**src/rtl/fetch_pkg.sv**
```systemverilog
// Shared types and defaults for the instruction-fetch responder.
package fetch_pkg;

   localparam int FETCH_ADDR_WIDTH = 32;
   localparam int FETCH_DATA_WIDTH = 32;
   localparam logic [31:0] FETCH_NOP_INSTR = 32'h0000_0000;

   typedef enum logic {
      IDLE = 1'b0,
      REQ  = 1'b1
   } fetch_state_t;

endpackage

```
**src/rtl/imem_fetch_unit_if.sv**
```systemverilog
// Request/acknowledge link between the fetch unit (master) and instruction memory (slave).
interface imem_fetch_unit_if #(
   parameter int ADDR_WIDTH = 32,
   parameter int DATA_WIDTH = 32
);
   logic                  memReq;
   logic [ADDR_WIDTH-1:0] memAddr;
   logic                  memAck;
   logic [DATA_WIDTH-1:0] memRdata;

   modport master (output memReq, output memAddr, input memAck, input memRdata);
   modport slave  (input memReq, input memAddr, output memAck, output memRdata);
endinterface

```
**src/rtl/fetch_line_buffer.sv**
```systemverilog
// Single-entry instruction buffer: one write port and a full-width address compare.
module fetch_line_buffer #(
   parameter int                    ADDR_WIDTH = 32,
   parameter int                    DATA_WIDTH = 32,
   parameter logic [DATA_WIDTH-1:0] NOP_INSTR  = '0
) (
   input  logic                  clk,
   input  logic                  reset,
   input  logic                  i_wr_en,
   input  logic [ADDR_WIDTH-1:0] i_wr_addr,
   input  logic [DATA_WIDTH-1:0] i_wr_data,
   input  logic [ADDR_WIDTH-1:0] i_lookup_addr,
   output logic                  o_match,
   output logic [DATA_WIDTH-1:0] o_data
);

   logic                  r_buf_valid;
   logic [ADDR_WIDTH-1:0] r_buf_addr;
   logic [DATA_WIDTH-1:0] r_buf_data;

   always_ff @(posedge clk) begin
      if (reset) begin
         r_buf_valid <= 1'b0;
         r_buf_addr  <= '0;
         r_buf_data  <= NOP_INSTR;
      end else if (i_wr_en) begin
         r_buf_valid <= 1'b1;
         r_buf_addr  <= i_wr_addr;
         r_buf_data  <= i_wr_data;
      end
   end

   assign o_match = r_buf_valid && (r_buf_addr == i_lookup_addr);
   assign o_data  = r_buf_data;

endmodule

```
**src/rtl/imem_fetch_unit.sv**
```systemverilog
// Instruction-fetch responder: serves currPC from a one-entry buffer, otherwise
// fetches over a req/ack handshake and stalls the PC until the word arrives.
module imem_fetch_unit
   import fetch_pkg::*;
#(
   parameter int                    ADDR_WIDTH = FETCH_ADDR_WIDTH,
   parameter int                    DATA_WIDTH = FETCH_DATA_WIDTH,
   parameter logic [DATA_WIDTH-1:0] NOP_INSTR  = FETCH_NOP_INSTR,
   parameter int                    CNT_WIDTH  = 16
) (
   input  logic                  clk,
   input  logic                  reset,
   input  logic [ADDR_WIDTH-1:0] i_currPC,
   imem_fetch_unit_if.master     mem,
   output logic [DATA_WIDTH-1:0] o_InstrF,
   output logic                  o_InstrValidF,
   output logic                  o_StallFetch,
   output logic                  o_AlignErrF,
   output logic [CNT_WIDTH-1:0]  o_missCount
);

   // state | meaning
   // IDLE  | no request outstanding; a miss on an aligned PC issues one
   // REQ   | memReq/memAddr held until memAck fills the buffer

   fetch_state_t          r_state;
   logic                  r_mem_req;
   logic [ADDR_WIDTH-1:0] r_mem_addr;
   logic [CNT_WIDTH-1:0]  r_miss_count;

   logic                  w_buf_match;
   logic [DATA_WIDTH-1:0] w_buf_data;
   logic                  w_buf_wr;
   logic                  w_align_err;
   logic                  w_hit;
   logic                  w_miss;

   assign w_align_err = |i_currPC[1:0];
   assign w_hit       = w_buf_match && !w_align_err;
   assign w_miss      = !w_hit && !w_align_err;
   // Acks seen outside REQ are spurious and must not touch the buffer.
   assign w_buf_wr    = (r_state == REQ) && mem.memAck;

   fetch_line_buffer #(
      .ADDR_WIDTH (ADDR_WIDTH),
      .DATA_WIDTH (DATA_WIDTH),
      .NOP_INSTR  (NOP_INSTR)
   ) u_line_buffer (
      .clk           (clk),
      .reset         (reset),
      .i_wr_en       (w_buf_wr),
      .i_wr_addr     (r_mem_addr),
      .i_wr_data     (mem.memRdata),
      .i_lookup_addr (i_currPC),
      .o_match       (w_buf_match),
      .o_data        (w_buf_data)
   );

   always_ff @(posedge clk) begin
      if (reset) begin
         r_state      <= IDLE;
         r_mem_req    <= 1'b0;
         r_mem_addr   <= '0;
         r_miss_count <= '0;
      end else begin
         case (r_state)
            IDLE: begin
               if (w_miss) begin
                  r_state    <= REQ;
                  r_mem_req  <= 1'b1;
                  r_mem_addr <= i_currPC;
                  if (r_miss_count != {CNT_WIDTH{1'b1}})
                     r_miss_count <= r_miss_count + {{(CNT_WIDTH-1){1'b0}}, 1'b1};
               end
            end
            REQ: begin
               // A redirect does not abort the request; the fill still lands.
               if (mem.memAck) begin
                  r_state   <= IDLE;
                  r_mem_req <= 1'b0;
               end
            end
            default: begin
               r_state   <= IDLE;
               r_mem_req <= 1'b0;
            end
         endcase
      end
   end

   assign mem.memReq    = r_mem_req;
   assign mem.memAddr   = r_mem_addr;
   assign o_InstrF      = w_hit ? w_buf_data : NOP_INSTR;
   assign o_InstrValidF = w_hit;
   assign o_StallFetch  = w_miss;
   assign o_AlignErrF   = w_align_err;
   assign o_missCount   = r_miss_count;

endmodule

```
**src/flat_wrapper.sv**
```systemverilog
// flat-port wrapper written by rule: the top's interface ports become plain ports
module imem_fetch_unit_flat import fetch_pkg::*;
#(
   parameter int                    ADDR_WIDTH = FETCH_ADDR_WIDTH,
   parameter int                    DATA_WIDTH = FETCH_DATA_WIDTH,
   parameter logic [DATA_WIDTH-1:0] NOP_INSTR  = FETCH_NOP_INSTR,
   parameter int                    CNT_WIDTH  = 16
)
  (clk, reset, i_currPC, o_InstrF, o_InstrValidF, o_StallFetch, o_AlignErrF, o_missCount, mem_memReq, mem_memAddr, mem_memAck, mem_memRdata);
  imem_fetch_unit_if #(.ADDR_WIDTH(ADDR_WIDTH), .DATA_WIDTH(DATA_WIDTH)) mem_i ();
  input  logic clk;
  input  logic reset;
  input  logic [ADDR_WIDTH-1:0] i_currPC;
  output logic [DATA_WIDTH-1:0] o_InstrF;
  output logic o_InstrValidF;
  output logic o_StallFetch;
  output logic o_AlignErrF;
  output logic [CNT_WIDTH-1:0] o_missCount;
  output wire logic [$bits(mem_i.memReq)-1:0] mem_memReq;
  output wire logic [$bits(mem_i.memAddr)-1:0] mem_memAddr;
  input wire logic [$bits(mem_i.memAck)-1:0] mem_memAck;
  input wire logic [$bits(mem_i.memRdata)-1:0] mem_memRdata;
  assign mem_memReq = mem_i.memReq;
  assign mem_memAddr = mem_i.memAddr;
  assign mem_i.memAck = mem_memAck;
  assign mem_i.memRdata = mem_memRdata;
  imem_fetch_unit #(.ADDR_WIDTH(ADDR_WIDTH), .DATA_WIDTH(DATA_WIDTH), .NOP_INSTR(NOP_INSTR), .CNT_WIDTH(CNT_WIDTH)) u_core (.clk(clk), .reset(reset), .i_currPC(i_currPC), .mem(mem_i), .o_InstrF(o_InstrF), .o_InstrValidF(o_InstrValidF), .o_StallFetch(o_StallFetch), .o_AlignErrF(o_AlignErrF), .o_missCount(o_missCount));
endmodule
```
**config.mk**
```make
export PLATFORM = sky130hd
export DESIGN_NAME = imem_fetch_unit_flat
export DESIGN_NICKNAME = d
export VERILOG_FILES = /design/src/rtl/fetch_pkg.sv /design/src/rtl/imem_fetch_unit_if.sv /design/src/rtl/fetch_line_buffer.sv /design/src/rtl/imem_fetch_unit.sv /design/src/flat_wrapper.sv
export SDC_FILE = /design/constraint.sdc
export NUM_CORES = 1
export LEC_CHECK = 0
export ABC_AREA = 1
export CAP_MARGIN = 25
export CORE_UTILIZATION = 30
export DETAILED_ROUTE_END_ITERATION = 6
export PLACE_DENSITY_LB_ADDON = 0.08
export SYNTH_ARGS = -nofsm -noshare
export SYNTH_HDL_FRONTEND = slang
export SYNTH_HIERARCHICAL = 1
export SYNTH_SLANG_ARGS = --single-unit
```
**constraint.sdc**
```tcl
create_clock -name clk -period 1.8 [get_ports clk]
set_input_delay 0.27 -clock clk [delete_from_list [all_inputs] [get_ports clk]]
set_output_delay 0.27 -clock clk [all_outputs]
set_load 0.02 [all_outputs]
```
### After elaboration in Yosys (flattened, before gate mapping)

Cells that the tools add are included.

| operators by class | value |
|---|---|
| equality and inequality tests | 4 |
| reductions and logical operators | 10 |
| multiplexer cells | 7 |
| bitwise gates (word level) | 1 |
| add/subtract/negate cells | 1 |

Operators by type and width:

| cell | number |
|---|---|
| == test 32 bit | 1 |
| 2-to-1 mux 32 bit | 1 |
| adder 16 x 1 -> 16 bit, second input constant | 1 |
| != test 16 bit, second input constant | 1 |
| logical AND 1 bit | 4 |
| 2-to-1 mux 1 bit | 4 |
| != test 2 bit, second input constant | 2 |
| case mux 1 bit (2 select lines) | 2 |
| AND reduction 2 bit | 2 |
| AND reduction 3 bit | 1 |
| zero test 1 bit | 2 |
| OR reduction 2 bit | 1 |
| inverter 1 bit | 1 |

| word-level totals | value |
|---|---|
| word-level logic and storage cells | 30 |
| input bits | 67 |
| output and inout port bits | 84 |
| bits in registers | 115 |

### Longest topological paths before layout

Gate-level depths: netlist (run 1).

| depth | value |
|---|---|
| depth in word-level cells | 7 |
| depth in mapped cells | 16 |
| mapped depth without buffers | 16 |

### Hierarchy

The synthesis (run 1) kept the hierarchy.

Modules (own cells, without submodules):

| module | area an instance (um^2) | times used | cells each |
|---|---|---|---|
| fetch_line_buffer | 3203.1 | 1 | 398 |
| imem_fetch_unit | 2396.0 | 1 | 367 |

### Least setup slack after synthesis (run 1)

OpenSTA, ideal clock, no wires.

| path | value |
|---|---|
| path kind | flip-flop to output port |
| start point | reg u_core.u_line_buffer.r_buf_addr[10] |
| end point | out o_InstrF[10] |
| buffers on the path | 1 |
| stages on the path, launching flop included | 14 |
| arrival time | 1.859 ns |
| path slack | -0.329 ns |
| path through | dfxtp_1 > nand2_1 > clkinv_1 > nor2_1 > nor2_1 > nand2_1 > nor2_1 > nand3_1 > nor2_1 > inv_1 > nor2_1 > inv_1 > buf_2 > nor2_1 |

| on the way | value |
|---|---|
| word-level cells in the longest chain between the ends | 4 |

RTL lines:

| item | line | text |
|---|---|---|
| from (decl) | fetch_line_buffer.sv:18 | `logic [ADDR_WIDTH-1:0] r_buf_addr;` |
| from (signal assigned) | fetch_line_buffer.sv:28 | `r_buf_addr <= i_wr_addr;` |
| == test 32 bit | fetch_line_buffer.sv:33 | `assign o_match = r_buf_valid && (r_buf_addr == i_lookup_addr);` |
| logical AND 1 bit | fetch_line_buffer.sv:33 |  |
| net u_core.w_buf_match | imem_fetch_unit.sv:31 | `logic w_buf_match;` |
| logical AND 1 bit | imem_fetch_unit.sv:39 | `assign w_hit = w_buf_match && !w_align_err;` |
| net o_InstrValidF | flat_wrapper.sv:15 | `output logic o_InstrValidF;` |
| 2-to-1 mux 32 bit | imem_fetch_unit.sv:93 | `assign o_InstrF = w_hit ? w_buf_data : NOP_INSTR;` |
| to (decl) | flat_wrapper.sv:14 | `output logic [DATA_WIDTH-1:0] o_InstrF;` |

The timed path passes the listed nets, and every way through them passes these cells.

### Worst setup path in the final report (run 1)

| path | value |
|---|---|
| start point | reg u_core.u_line_buffer.r_buf_addr[20] |
| end point | out o_InstrF[22] |

| on the way | value |
|---|---|
| word-level cells in the longest chain between the ends | 4 |

RTL lines:

| item | line |
|---|---|
| == test 32 bit | fetch_line_buffer.sv:33 |
| logical AND 1 bit | fetch_line_buffer.sv:33 |
| net u_core.w_buf_match | imem_fetch_unit.sv:31 |
| logical AND 1 bit | imem_fetch_unit.sv:39 |
| 2-to-1 mux 32 bit | imem_fetch_unit.sv:93 |

The timed path passes the listed nets, and every way through them passes these cells.

==> run_results.csv, run 1 <==
group,metric,value,unit
status,status,"complete, but fails checks",
status,violations,"DRC, setup timing",
setup_path,start_kind,"flip-flop",
logic_synthesis,ys_seq_elements,115,
pwr,irDropWorstVdd,0.6778,mV
cells_and_area,nets,1035,
die,coreArea,18150,um^2
clock_network,cts_tree,"built",
grt,use_met1,23.95,%
clock_network,clock_sinks,115,
cells_and_area,syn2layout_area_growth,67.73,%
grt,use_met3,3.488,%
logic_synthesis,yosys.area_share.xor_xnor,1.408,%
clock_network,clock_path_buffers,2,
detailed_routing,dr.pass1.iters,7,
sta,worst_pin_slew,0.6869,ns
sta,relSlewSlack,54.20,%
logic_synthesis,synthCells,765,
pwr,internal_power,5.371,mW
die,start_util,30.85,%
grt,busiest_layer,"met2",
setup_path,crit_arrival,2.10,ns
pwr,p_per_area,759.1,nW/um^2
detailed_routing,postRouteAntennaNets,0,
grt,grt_max_degree,96,
sta,rsz0062_at_grt,"yes",
sta,hold_viol_final,0,
detailed_routing,routedWlPerCell,14.20,um
logic_synthesis,ys_seq_area_share,41.12,%
cells_and_area,drive_above_1_share,43.31,%
sta,max_freq,0.4215,GHz
clock_network,ctsRootBufferMaster,"clkbuf_16",
sta,fin_skew,0.006453,ns
logic_synthesis,synthesis.nets,833,
logic_synthesis,synthAdderAreaFrac,0.2235,%
logic_synthesis,syn_avg_cell_area,7.319,um^2
placed_design,routabilityCongestion,0.8030,
logic_synthesis,synth_cell_types,32,
grt,grt-ovfl-total,0,
die,dieArea,19210,um^2
logic_synthesis,yosys_warnings,6,
clock_network,insertion_delay,0.41,ns
placed_design,portBuffers,150,
clock_network,clk_pin_slew,0.06,ns
pwr,clkPwrFrac,48.4,%
setup_path,reg2reg_from,"u_core/u_line_buffer/r_buf_addr[20]",
setup_path,end_kind,"primary output",
die,num_rows,49,
min_path,hp-start,"i_currPC[5]",
pwr,swShare,24.66,%
placed_design,place_hpwl,11070,um
logic_synthesis,synth_top_family_by_area,"simple AND/OR/NAND/NOR gates",
setup_path,path_max_fanout,7,
logic_synthesis,synthMuxAreaShare,0,%
grt,met2_usage,28.59,%
detailed_routing,dr.first_iter.drc_count,181,
cells_and_area,antenna_cells,0,
grt,first_global_vias,5090,
clock_network,cts_buffers,17,
die,die_w,138.6,um
sta,drv_slew,0,
detailed_routing,wl,17150,um
sta,period_share,131.8,%
run,max_cap_viol_count,0,
clock_network,cts_hold_buf,0,
sta,finalSetupViolations,83,
setup_path,worst-setup-path-type,"reg2out",
detailed_routing,viasPerCell,4.510,
die,die_h,138.6,um
cells_and_area,layout_commonest_cell,"nand2_1",
detailed_routing,drc_errors,13,
pwr,netSwitchingPower,1.758,mW
setup_path,cp-startpoint,"u_core/u_line_buffer/r_buf_addr[20]",
clock_network,htree_levels,4,
pwr,p_comb_share,13.5,%
cells_and_area,layout_common_cells,"168 x nand2_1, 101 x dfxtp_1, 88 x clkdlybuf4s50_1",
sta,fin_crit,2.372,ns
pwr,total_power,7.129,mW
pwr,sequentialPowerShare,38.1,%
sta,fin_ws,-0.5725,ns
logic_synthesis,syn_area,5599,um^2
min_path,min_path_type,"in2reg",
logic_synthesis,synth-simple-area-share,30.55,%
die,io_pins,151,
grt,grt_pass1_wl,26820,um
pwr,p_leak,3.640,nW
logic_synthesis,synth-compound-area-share,15.69,%
grt,grt_usage,17.83,%
detailed_routing,num_vias,5448,
grt,antenna_found_initial,0,
cells_and_area,fin_util,51.75,%
setup_path,critPathRequiredTime,1.53,ns
## kinds of logic after synthesis
family                     after synthesis
AOI/OAI and AO/OA                      116
xor gates and xnor gates                 9
adders and majority gates                1
and+or+nand+nor                        396
buffers and inverters                  128
DFF                                    115
## worst max-delay path, cell delays in order (launching register included)
cell	delay, ns
dfxtp_1	0.33
inv_1	0.06
nand2_1	0.05
nand2_1	0.06
nor2_2	0.11
nand2_1	0.08
nor2_2	0.12
nand3_2	0.10
nor2_2	0.10
inv_2	0.06
nor2_4	0.14
inv_6	0.08
buf_12	0.15
nor2_4	0.12
buf_6	0.12
## Yosys cell counts
cell,instances,area [um^2]
dfxtp_1,115,2302
nor3_2,2,20.02
nor2_2,2,12.51
nor2_4,6,67.56
nand4_2,1,12.51
buf_12,4,80.08
nand2_2,41,256.5
nand3_4,1,17.52
buf_2,22,110.1
inv_4,1,6.260
nor2_1,110,412.9
xor2_1,3,26.28
o21ai_1,4,20.02
a211oi_2,19,237.7
clkbuf_1,5,18.77
inv_2,9,33.78
nand3_2,1,10.01
buf_6,5,56.30
nand4_1,2,12.51
ha_1,1,12.51
nand2_1,211,792.0
a21oi_1,49,245.2
or2_0,1,6.260
nor3_1,2,10.01
inv_1,79,296.5
nand3_1,16,80.08
o211ai_1,2,15.01
buf_4,1,7.510
xnor2_1,6,52.55
clkinv_1,2,7.510
a21oi_2,40,350.3
o21ai_0,2,10.01
## final timing paths
path / endpoint / slack [ns] / cells after the start
worst min-delay path: u_core/mem.memAddr[5] / 0.18 / 3
worst min register to register: u_core/mem.memReq / 0.45 / 2
worst max register to register: u_core/mem.memAddr[18] / -0.29 / 17
worst max-delay path: o_InstrF[22] / -0.57 / 14
## layout make-up
type	instances	area (um^2)
well taps	229	286.5
repair buffers	219	2330
multi-input cells	523	3496
clock buffers	22	474.2
fillers	1673	8756
inverters	91	356.6
clock inverters	9	128.9
flip-flops and latches	115	2320
## sequential cells by signal, indices dropped and copies added (netlist names)
register,count
u_core/mem.memAddr,32
u_core/u_line_buffer/o_data,32
u_core/u_line_buffer/r_buf_addr,32
u_core/o_missCount,16
u_core/mem.memReq,1
u_core/r_state,1
u_core/u_line_buffer/r_buf_valid,1
## repair_timing
action / CTS / global route
endpoints found under the setup margin: 84 / 82
endpoints found under the hold margin: 0 / 0
pin swaps: 11 / 63
gates resized for setup: 256 / 174
setup buffers: 6 / 7
gates cloned: 5 / 0
## per-layer routing
metal / part of all wire (%) / vias up / routed length [um]
met5: 0 / - / 0
met3: 4.0 / 20 / 679
met1: 47 / 2522 / 8095
met4: 1.4 / 0 / 246
met2: 47 / 124 / 8129
li1: - / 2782 / -
## metrics by stage
stage,worst slack (ns),cells,area (um^2),hold slack [ns],setup TNS [ns]
finish,-0.5725,1208,9392,0.1802,-27.87
global route,-0.6773,1208,9392,0.1790,-36.70
CTS,-0.6361,1204,8765,0.2624,-29.33
detailed placement,-1.155,1163,7865,0.4470,-72.82
global placement,-1.134,1163,7865,0.4404,-72.29
floorplan,-0.03290,765,5839,0.4105,-0.9869
## power groups by stage
stage	Sequential, mW	Clock (mW)	Combinational, mW
6_report	2.72	3.45	0.961
3_5_place_dp	2.75	0	0.808
2_1_floorplan	2.78	0	0.387
4_1_cts	2.70	3.54	0.879
3_3_place_gp	2.75	0	0.801
5_1_grt	2.73	3.68	1.03
Power figures use the tool's default switching activity.
==> run 2: changes to the inputs <==
Settings changed: CORE_ASPECT_RATIO set to 0.6, CORE_UTILIZATION 30 to 49, SKIP_CTS_REPAIR_TIMING set to 1.
==> run 2 against run 1 <==
Net effect:
- the run ends with setup timing left
- flip-flop and latch count did not move
- register-to-register slack lost 0.11 ns
- power fell by 4.2%
- sequential share of layout area rose by 1.5 points
- clock power fell by 7.5%
- routed wire length is 0.69% higher
- first-iteration DRC count increased by 73%
- critical path depth unchanged
==> run_results.csv, run 2 (synthesis gave the netlist of run 1 again) <==
group,metric,value,unit
grt,grt_usage,26.72,%
clock_network,insertion_delay,0.42,ns
setup_path,path_max_fanout,14,
detailed_routing,num_vias,5748,
die,start_util,51.61,%
clock_network,htree_levels,4,
setup_path,start_kind,"flip-flop",
die,coreArea,10850,um^2
sta,hold_viol_final,0,
detailed_routing,drc_errors,0,
sta,fin_crit,2.518,ns
run,max_cap_viol_count,0,
grt,grt_pass1_wl,24970,um
clock_network,cts_tree,"built",
min_path,hp-start,"i_currPC[16]",
sta,rsz0062_at_grt,"yes",
sta,relSlewSlack,56.28,%
sta,finalSetupViolations,83,
grt,grt_max_degree,96,
detailed_routing,viasPerCell,5.151,
grt,use_met1,34.42,%
die,dieArea,11870,um^2
setup_path,crit_top_cell,"nand2_1",
setup_path,r2r_cells,17,
sta,hold-worst-slack,0.1479,ns
setup_path,slowest_delay,0.33,ns
cells_and_area,stdcell_area,8820,um^2
cells_and_area,antenna_cells,0,
sta,period_share,139.9,%
grt,use_met3,6.275,%
placed_design,portBuffers,150,
grt,antenna_found_initial,0,
setup_path,crit_chain,"inv_1 > nand2_1 > nand2_1 > nor2_1 > nand2_1 > nor2_1 > nand3_1 > nor2_2 > inv_2 > nor2_4 > clkinv_4 > buf_12 > nor2_4 > buf_2",
sta,max_freq,0.3971,GHz
sta,worst_pin_slew,0.6517,ns
cells_and_area,layout_commonest_cell,"nand2_1",
setup_path,worst-setup-path-type,"reg2out",
cells_and_area,nFillCells,662,
status,violations,"setup timing",
grt,busiest_layer,"met2",
setup_path,end_kind,"primary output",
detailed_routing,dr.pass1.iters,5,
sta,fin_skew,0.007631,ns
clock_network,clock_sinks,115,
placed_design,placed_cell_area,7717,um^2
sta,fin_ws,-0.7180,ns
cells_and_area,syn2layout_area_growth,57.52,%
clock_network,ctsRootBufferMaster,"clkbuf_16",
clock_network,cts_buffers,17,
cells_and_area,drive_above_1_share,37.87,%
placed_design,place_hpwl,10480,um
die,die_w,140,um
detailed_routing,postRouteAntennaNets,0,
clock_network,clk_pin_slew,0.06,ns
die,io_pins,151,
status,status,"complete, but fails checks",
min_path,min_path_type,"in2reg",
die,num_rows,29,
cells_and_area,layout_common_cells,"181 x nand2_1, 109 x dfxtp_1, 96 x clkdlybuf4s50_1",
setup_path,critPathRequiredTime,1.53,ns
setup_path,crit_arrival,2.25,ns
grt,met2_usage,44.23,%
sta,drv_slew,0,
die,die_h,84.80,um
pwr,irDropWorstVdd,0.7057,mV
min_path,min_to,"u_core/mem.memAddr[16]",
detailed_routing,wl,17270,um
setup_path,r2r_end,"u_core/mem.memAddr[3]",
setup_path,cp_slowest_cell,"dfxtp_1",
setup_path,ff2ff_setup_slack,-0.40,ns
min_path,worstHoldPathCells,3,
grt,first_global_vias,5212,
detailed_routing,routedWlPerCell,15.47,um
placed_design,routabilityCongestion,0.9512,
pwr,p_leak,3.469,nW
pwr,p_per_area,774.2,nW/um^2
clock_network,clock_path_buffers,2,
setup_path,reg2reg_from,"u_core/u_line_buffer/r_buf_addr[13]",
detailed_routing,dr.first_iter.drc_count,313,
grt,grt-ovfl-total,0,
cells_and_area,nets,1032,
## run 2: cell types whose count changed in the layout (fill, tap and decap cells not counted), sizes merged
cell and change:
clkbuf +2, clkdlybuf4s50 +8, nand3 -1, bufinv -2, inv +1, clkinv +3, dlygate4sd2 -15, clkinvlp +2
buf -8, dlymetal6s2s +8
## run 2: worst max-delay path by stage
stage | start | to | slack (ns) | cells past startpoint
after floorplan | u_core/u_line_buffer/r_buf_addr[10] | o_InstrF[10] | -0.03 | 13
after global placement | i_currPC[26] | o_InstrF[5] | -1.20 | 15
after detailed placement | i_currPC[26] | o_InstrF[26] | -1.18 | 15
after CTS | i_currPC[26] | o_InstrF[15] | -1.21 | 15
after global routing | u_core/u_line_buffer/r_buf_addr[13] | o_InstrF[8] | -0.84 | 14
final | u_core/u_line_buffer/r_buf_addr[13] | o_InstrF[8] | -0.72 | 14
## run 2: layout make-up
type                    count  area [um^2]  share of cell area (%)
clock buffers              19        442.9                   5.022
clock inverters            13        111.4                   1.263
inverters                  91        356.6                   4.043
multi-input cells         522         3172                   35.96
flip-flops and latches    115         2310                   26.19
well taps                 139        173.9                   1.972
repair buffers            217         2253                   25.55
## run 2: critical path, delay by kind of cell, from the launching register on
kind                   cells  cell delay (ns)
AND/OR/NAND/NOR            9             0.88
buffers and inverters      5             0.60
flip-flops                 1             0.33
## run 2: metrics by stage
step	utilization, %	setup TNS (ns)	total power, mW	setup WS (ns)	std cells
final	81.29	-38.56	6.828	-0.7180	1116
after global routing	81.29	-48.69	7.039	-0.8396	1116
after CTS	76.24	-51.73	6.697	-1.214	1099
after detailed placement	71.13	-70.39	3.553	-1.176	1067
after global placement	71.13	-72.38	3.536	-1.203	1067
after floorplan	-	-0.9869	3.170	-0.03290	765
## run 2: layer usage
metal,vias up,routed length [um]
met4,0,236
met3,25,1185
met5,-,0
met2,214,8232
li1,2762,-
met1,2747,7615
## run 2: power by group
part	internal (mW)	switching, mW	total [mW]
Combinational	0.446	0.481	0.928
Clock	1.92	1.27	3.19
Sequential	2.64	0.0698	2.71
==> run 3: changes to the inputs <==
Settings changed: ABC_CLOCK_PERIOD_IN_PS set to 1800, RECOVER_POWER set to 50.
==> run 3 against run 2 <==
Net effect:
- the flow still finishes with violations (setup timing)
- combinational power shrank 3.2%
- hold slack better by 0.0023 ns
- first-iteration DRC count rose by 6.1%
- clock power hardly changed
- worst setup slack better by 0.022 ns
- flip-flop and latch count is the same
- sequential power hardly changed
- sequential share of layout area is 0.52 points higher
- utilization down 1.6 points
- die area did not move
- routed wire length grew 0.23%
- critical endpoint unchanged
- highest routed layer unchanged
==> run_results.csv, run 3 (synthesis gave the netlist of run 1 again) <==
group,metric,value,unit
die,dieArea,11870,um^2
clock_network,insertion_delay,0.41,ns
setup_path,ff2ff_setup_slack,-0.38,ns
detailed_routing,drc_errors,0,
placed_design,dp_cells,1067,
sta,fin_crit,2.496,ns
die,coreArea,10850,um^2
cells_and_area,drive_above_1_share,33.57,%
sta,drv_slew,0,
grt,antenna_found_initial,0,
pwr,p_per_area,784.1,nW/um^2
grt,first_global_vias,5212,
detailed_routing,viasPerCell,5.165,
placed_design,place_hpwl,10480,um
cells_and_area,fin_util,79.70,%
sta,rsz0062_at_grt,"yes",
sta,relSlewSlack,42.62,%
cells_and_area,nFillCells,717,
setup_path,start_kind,"flip-flop",
grt,grt_usage,26.72,%
run,max_cap_viol_count,0,
die,start_util,51.61,%
sta,fin_ws,-0.6964,ns
detailed_routing,dr.pass1.iters,5,
placed_design,routabilityCongestion,0.9512,
pwr,irDropWorstVdd,0.7001,mV
setup_path,critPathRequiredTime,1.53,ns
sta,worst_pin_slew,0.8607,ns
setup_path,end_kind,"primary output",
status,status,"complete, but fails checks",
cells_and_area,antenna_cells,0,
die,num_rows,29,
die,die_h,84.80,um
clock_network,ctsRootBufferMaster,"clkbuf_16",
detailed_routing,postRouteAntennaNets,0,
cells_and_area,layout_commonest_cell,"nand2_1",
clock_network,htree_levels,4,
pwr,total_power,6.780,mW
sta,hold_viol_final,0,
setup_path,worst-setup-path-type,"reg2out",
clock_network,cts_buffers,17,
sta,hold-worst-slack,0.1502,ns
sta,finalSetupTns,-37.27,ns
grt,grt-ovfl-total,0,
clock_network,clock_sinks,115,
detailed_routing,dr.first_iter.drc_count,332,
sta,finalSetupViolations,83,
grt,grt_pass1_wl,24970,um
detailed_routing,num_vias,5764,
cells_and_area,stdcell_area,8647,um^2
placed_design,placed_cell_area,7717,um^2
pwr,p_leak,3.443,nW
sta,period_share,138.7,%
clock_network,clk_pin_slew,0.06,ns
cells_and_area,syn2layout_area_growth,54.44,%
die,die_w,140,um
die,io_pins,151,
status,violations,"setup timing",
placed_design,pre_cts_slack,-1.176,ns
sta,fin_skew,0.006063,ns
detailed_routing,routedWlPerCell,15.51,um
clock_network,clock_path_buffers,2,
setup_path,path_max_fanout,14,
sta,max_freq,0.4006,GHz
detailed_routing,wl,17310,um
min_path,min_path_type,"in2reg",
setup_path,crit_arrival,2.23,ns
cells_and_area,nets,1032,
cells_and_area,finalNonFillerCells,1116,
grt,grt_max_degree,96,
cells_and_area,layout_common_cells,"196 x nand2_1, 109 x dfxtp_1, 96 x clkdlybuf4s50_1",
placed_design,portBuffers,150,
clock_network,cts_tree,"built",
-- run 3: changes by cell type in the layout (fill, tap and decap cells not counted) --
cell / change
a211oi_1: +4
a211oi_2: -4
a21oi_1: +23
a21oi_2: -23
buf_12: -2
buf_4: +1
clkbuf_2: +1
clkinvlp_2: +1
inv_4: -1
nand2_1: +15
nand2_2: -15
-- run 3: worst paths after layout --
| check | from | to | cells after the start |
|---|---|---|---|
| min | i_currPC[16] | u_core/mem.memAddr[16] | 3 |
| min reg2reg | u_core/u_line_buffer/o_data[1] | u_core/u_line_buffer/o_data[1] | 2 |
| max | u_core/u_line_buffer/r_buf_addr[13] | o_InstrF[8] | 14 |
| max reg2reg | u_core/u_line_buffer/r_buf_addr[13] | u_core/mem.memAddr[3] | 17 |
-- run 3: layer usage --
| layer | vias up | track usage, % | part of all wire (%) |
|---|---|---|---|
| li1 | 2766 | - | - |
| met1 | 2745 | 34.42 | 44 |
| met2 | 223 | 44.23 | 48 |
| met3 | 30 | 6.275 | 7.2 |
| met4 | 0 | 8.891 | 1.6 |
| met5 | - | 0 | 0 |
-- run 3: critical path, cell delays in order (launching register included) --
cell	delay, ns
dfxtp_1	0.33
inv_1	0.05
nand2_1	0.06
nand2_1	0.06
nor2_1	0.13
nand2_1	0.10
nor2_1	0.09
nand3_1	0.08
nor2_2	0.15
inv_2	0.08
nor2_4	0.12
clkinv_4	0.12
buf_12	0.19
nor2_4	0.08
buf_2	0.16
-- run 3: final cells by class --
cell class | instances | area, um^2 | share of cell area [%]
Multi-Input combinational cell | 522 | 3028 | 35.02
Inverter | 91 | 355.3 | 4.109
Timing Repair Buffer | 217 | 2226 | 25.74
Clock inverter | 13 | 111.4 | 1.288
Clock buffer | 19 | 442.9 | 5.122
Tap cell | 139 | 173.9 | 2.011
Sequential cell | 115 | 2310 | 26.71
-- run 3: report_power, final --
part	total, mW	switching, mW	internal, mW
clock network	3.18	1.25	1.92
logic	0.898	0.466	0.433
registers	2.71	0.0684	2.64
